### src/rtl/mux_rr_sel_arbiter.sv
// mux_rr_sel_arbiter
//   Four-way round-robin arbiter that drives the 2-bit select of the
//   downstream 4:1 mux. The winner is registered onto o_sel/o_gnt. Each grant
//   lasts at most HOLD_CYC cycles. After every grant there is at least one
//   idle cycle, so the mux select never changes while a grant is active.
//
// Ports
//   i_clk   rising-edge clock
//   i_rst   synchronous reset, active high
//   i_req   per-channel request; i_req[i] selects mux input i
//   i_done  early release by the current owner; only looked at in GRANT
//   o_sel   registered mux select (current owner, or last owner when idle)
//   o_gnt   registered one-hot grant; zero when there is no owner
//   o_busy  high while a grant is active
module mux_rr_sel_arbiter #(
  parameter int HOLD_CYC = 4  // 1..255
) (
  input  logic       i_clk,
  input  logic       i_rst,
  input  logic [3:0] i_req,
  input  logic       i_done,
  output logic [1:0] o_sel,
  output logic [3:0] o_gnt,
  output logic       o_busy
);

  typedef enum logic {IDLE = 1'b0, GRANT = 1'b1} state_t;

  localparam logic [7:0] HOLD_LOAD = 8'(HOLD_CYC - 1);

  state_t     r_state;
  logic [1:0] r_last;  // round-robin pointer: index of the most recent winner
  logic [7:0] r_cnt;   // grant cycles remaining after the current one
  logic [1:0] r_sel;
  logic [3:0] r_gnt;
  logic       r_busy;

  logic [1:0] w_win;
  logic       w_found;
  logic       w_rel;

  // Scan last+1, last+2, last+3, last (mod 4). The first set request wins.
  always_comb begin
    logic [1:0] idx;
    w_win   = 2'd0;
    w_found = 1'b0;
    idx     = 2'd0;
    for (int k = 1; k <= 4; k++) begin
      idx = r_last + 2'(k);
      if (!w_found && i_req[idx]) begin
        w_win   = idx;
        w_found = 1'b1;
      end
    end
  end

  // Any single release source is enough. When several fire together, the
  // result is the same single release.
  assign w_rel = (r_cnt == 8'd0) | i_done | ~i_req[r_sel];

  always_ff @(posedge i_clk) begin
    if (i_rst) begin
      r_state <= IDLE;
      r_last  <= 2'd3;
      r_cnt   <= 8'd0;
      r_sel   <= 2'd0;
      r_gnt   <= 4'b0000;
      r_busy  <= 1'b0;
    end else begin
      case (r_state)
        IDLE: begin
          if (w_found) begin
            r_state <= GRANT;
            r_sel   <= w_win;
            r_gnt   <= 4'b0001 << w_win;
            r_busy  <= 1'b1;
            r_last  <= w_win;
            r_cnt   <= HOLD_LOAD;
          end
        end
        GRANT: begin
          if (w_rel) begin
            // r_sel is kept so the mux stays on the last owner while idle.
            r_state <= IDLE;
            r_gnt   <= 4'b0000;
            r_busy  <= 1'b0;
          end else begin
            r_cnt <= r_cnt - 8'd1;
          end
        end
        default: r_state <= IDLE;
      endcase
    end
  end

  assign o_sel  = r_sel;
  assign o_gnt  = r_gnt;
  assign o_busy = r_busy;

endmodule

### config.mk
export PLATFORM = sky130hd
export DESIGN_NAME = mux_rr_sel_arbiter
export DESIGN_NICKNAME = d
export VERILOG_FILES = /design/src/rtl/mux_rr_sel_arbiter.sv
export SDC_FILE = /design/constraint.sdc
export NUM_CORES = 1
export LEC_CHECK = 0
export ABC_AREA = 1
export BUFFER_PORTS_ARGS = -buffer_cell sky130_fd_sc_hd__buf_2
export CAP_MARGIN = 20
export CORE_ASPECT_RATIO = 1.75
export CORE_MARGIN = 3
export CORE_UTILIZATION = 55
export DETAILED_ROUTE_END_ITERATION = 10
export GPL_TIMING_DRIVEN = 0
export PLACE_DENSITY = 0.76
export RECOVER_POWER = 100
export SLEW_MARGIN = 0
export SYNTH_ARGS = -nofsm -noshare
export SYNTH_HDL_FRONTEND = slang
export SYNTH_SLANG_ARGS = --single-unit
### constraint.sdc
create_clock -name i_clk -period 3.04 [get_ports i_clk]
set_input_delay 0.912 -clock i_clk [delete_from_list [all_inputs] [get_ports i_clk]]
set_output_delay 0.912 -clock i_clk [all_outputs]
set_load 0.005 [all_outputs]
==> results.md <==
Floorplanning:
- The floorplan step defined a die boundary enclosing 0.002960 mm2.
- The number of placed I/O pins is 14.
- The height of the die is 69.76 um.
- The number of placement rows is 22.
- Once the floorplan was initialized, standard cells occupied 59.50% of the core.
- The core area is 0.002147 mm2.
- The floorplan step set the die width to 42.43 um.

Worst hold path:
- The tightest min-delay check is of the reg2reg type.

Clock tree:
- After clock tree synthesis, the clock-pin slew on the worst setup and hold paths is 0.10 ns.
- The clock passes through at most 2 buffers.
- CTS placed an instance of sky130_fd_sc_hd__clkbuf_4 at the clock tree root.
- Clock latency on the worst-skew pair, taken at its later pin, is 0.30 ns.
- TritonCTS built the clock tree.
- The CTS sink count is 18.
- The buffers inserted during post-CTS setup optimization is 0.
- Gates resized during post-CTS repair numbered 0.
- The number of clock buffers added by TritonCTS is 3.
- The number of buffers added to fix hold violations after cts is 0.
- The depth of the CTS H-tree is 1.

Final layout:
- The fraction of layout instances using a drive strength above 1 is 19.80%.
- The area added between synthesis and finish is 4.212%.
- The post-layout utilization of the core is 62.00%.
- 0 antenna diodes ended up in the layout.
- After the last flow step, the layout net total stands at 207.

Logic synthesis:
- The synthesized netlist contains 30 unique library cells.
- In this run, synthesis produced a sequential element count of 18.
- The sequential-to-total area share from yosys stat is 28.21%.
- The Yosys step of the flow raised 0 warnings.
- After synthesis, the mean cell area works out to 7.058 um2.
- Synthesis produced 181 cells.
- The post-synthesis instance area is 0.001277 mm2.
- When the netlist entered floorplanning its net count stood at 190.

Timing:
- Setup repair after global routing left no endpoint under its margin.
- Final hold analysis gives a worst-case slack of 0.4807 ns.
- Adding up every negative setup slack in the final design gives 0 ns.
- At the pin with the least slew margin, the transition time is 0.4824 ns.
- The worst path uses 75.37% of the clock period.
- The number of endpoints with negative hold slack in the final report is 0.
- Counting I/O delays and the setup requirement, the final critical path takes 2.291 ns.
- Setup violations remaining at the end of the flow were counted as 0.
- The maximum operating frequency is 436.5 MHz.
- The max-slew violation count was 0.
- Once routing completed, OpenROAD measured the worst setup slack at 0.7488 ns.
- The normalized max-slew margin is 67.84%.
- The clock skew is 0.001631 ns.

Route:
- In the final routed layout, each cell accounts on average for 12.72 um.
- The count of TritonRoute iterations in the first routing pass is 4.
- After the first detailed-routing iteration, the DRC count stood at 27.
- The post-detailed-route count of antenna-violating nets is 0.
- Across all layers, the routed design uses 1184 vias.
- After detailed routing, the number of remaining DRC violations is 0.
- The via-per-instance ratio is 5.357.
- For this block, the routed nets add up to 2811 um of wire.

Pwr:
- Across the VDD grid, the largest voltage drop is 0.6321 mV.
- The power density of the placed cells is 1062 mW/mm2.
- The post-layout total power is 1.414 mW.
- The combinational cell fraction of total power is 62.6%.
- The reported net switching power is 700.9 uW.
- Cell internal power was estimated by the tool at 712.8 uW.
- Of the total power, the share spent switching nets is 49.58%.
- The leakage power of the design is 0.6661 nW.
- The clock network accounts for 10.6% of the total power.
- The share of power burned in registers is 26.8%.

Global routing:
- The number of global-route vias before repair is 1171.
- Across every metal layer, demand over resource in global routing totals 21.31%.
- Entering global routing, the biggest net connects 11 pins.
- The residual overflow from global routing is 0.
- The first global-routing pass estimated 5009 um of wire.
- The initial antenna violation count was 0.

Placed design:
- The final weighted congestion of routability-driven global placement is 0.8723.
- The half-perimeter wire length of the detailed placement result is 2203 um.
- The number of I/O port buffers is 12.
- At the placement stage, the worst setup path has a slack of 0.7961 ns.

Critical path:
- The largest fanout on the critical path is 10.
- The worst setup path category is in2reg.
- STA classifies the critical path endpoint as a register.
- The data arrival time of the worst path is 2.52 ns.
- The data required time of the worst path is 3.27 ns.
- The worst setup path is launched from an input port.

Outcome:
- The flow ran to the end, and the final reports show no timing, DRC or antenna violations.

Run:
- Across the run, the number of max-cap violations was 0.
kinds of logic after synthesis:
logic type	count (synthesis)	synth area share, %
AO/OA/AOI/OAI	20	10.77
XOR/XNOR	2	1.371
adder cells (fa/ha/maj)	2	1.959
buffers and inverters	29	11.26
flip-flops	18	28.21
AND/OR/NAND/NOR	110	46.43
path summary, 6_finish.rpt:
kind                                 from  endpoint  slack (ns)  cells after the start
worst max-delay path             i_req[1]  r_cnt[5]        0.75                     13
worst min-delay path             o_gnt[3]  o_gnt[3]        0.48                      2
worst max register to register  r_last[0]  r_cnt[5]        1.02                     12
worst min register to register   o_gnt[3]  o_gnt[3]        0.48                      2
synthesized netlist by cell type (all sizes together):
library cell / n / area share [%]
nand2: 65 / 26
inv: 24 / 7.4
nand3: 23 / 9.8
dfxtp: 18 / 28
nor2: 12 / 5.0
a21oi: 10 / 4.8
nand4: 5 / 2.4
buf: 4 / 3.5
o21ai: 4 / 1.6
nor3: 3 / 1.2
o211ai: 3 / 2.5
ha: 2 / 2.0
nand3b: 2 / 2.2
o22ai: 2 / 0.98
xor2: 2 / 1.4
a21boi: 1 / 0.88
clkbuf: 1 / 0.29
registers in the layout (all words and copies together), names as in the netlist:
name     cells
o_sel        2
o_gnt        4
o_busy       1
r_last       2
r_state      1
r_cnt        8
stage by stage:
step	std cells	cell area (um2)
global placement	217	1368
CTS	221	1404
detailed placement	217	1368
floorplan	181	1277
finish	221	1331
global route	221	1331
worst max-delay path, cell delays in order:
cell and delay [ns]:
sky130_fd_sc_hd__clkbuf_1 0.12, sky130_fd_sc_hd__inv_1 0.08, sky130_fd_sc_hd__nand2_1 0.07, sky130_fd_sc_hd__nand3_1 0.10
sky130_fd_sc_hd__nand2_1 0.11, sky130_fd_sc_hd__nor2_1 0.27, sky130_fd_sc_hd__nand3b_1 0.18, sky130_fd_sc_hd__nand2_4 0.10
sky130_fd_sc_hd__buf_8 0.14, sky130_fd_sc_hd__nand2_8 0.08, sky130_fd_sc_hd__clkinvlp_2 0.18, sky130_fd_sc_hd__nand2_2 0.07
sky130_fd_sc_hd__a21oi_1 0.12
cells in the final DEF, fill, tap and decap left out, types with 2 or more instances in the layout:
master / n
sky130_fd_sc_hd__nand3b_1: 2
sky130_fd_sc_hd__nand2_2: 10
sky130_fd_sc_hd__inv_1: 20
sky130_fd_sc_hd__o211ai_1: 3
sky130_fd_sc_hd__buf_6: 2
sky130_fd_sc_hd__ha_1: 2
sky130_fd_sc_hd__inv_2: 3
sky130_fd_sc_hd__nand4_1: 5
sky130_fd_sc_hd__o21ai_0: 4
sky130_fd_sc_hd__nand2_4: 5
sky130_fd_sc_hd__xor2_1: 2
sky130_fd_sc_hd__clkbuf_4: 3
sky130_fd_sc_hd__buf_2: 9
sky130_fd_sc_hd__a21oi_1: 9
sky130_fd_sc_hd__nand2_1: 49
sky130_fd_sc_hd__nor3_1: 3
sky130_fd_sc_hd__clkbuf_1: 4
sky130_fd_sc_hd__dfxtp_1: 18
sky130_fd_sc_hd__nand3_1: 22
sky130_fd_sc_hd__nor2_1: 12
sky130_fd_sc_hd__o22ai_1: 2
power by group through the flow:
| stage | clock [mW] | combinational (mW) | sequential [mW] |
|---|---|---|---|
| finish | 0.149 | 0.885 | 0.379 |
| global route | 0.165 | 1.01 | 0.387 |
| CTS | 0.154 | 0.991 | 0.378 |
| detailed placement | 0 | 0.987 | 0.383 |
| global placement | 0 | 0.963 | 0.377 |
| floorplan | 0 | 0.796 | 0.374 |
per-layer routing:
metal  vias to the layer above  wire, um  track usage [%]
met3                        13        68            2.078
met1                       532      1050            22.72
met4                         0       112            13.15
li1                        615         -                -
met2                        24      1580            38.20
met5                         -         0                0
cell type report:
| class | instances | area, um2 |
|---|---|---|
| fill | 235 | 815.8 |
| clock buffer | 4 | 36.28 |
| timing repair buffer | 12 | 56.30 |
| tap | 24 | 30.03 |
| sequential | 18 | 360.3 |
| multi-input combinational | 134 | 708.2 |
| buffer | 5 | 48.80 |
| inverter | 24 | 91.34 |
Power figures use the tool's default switching activity.
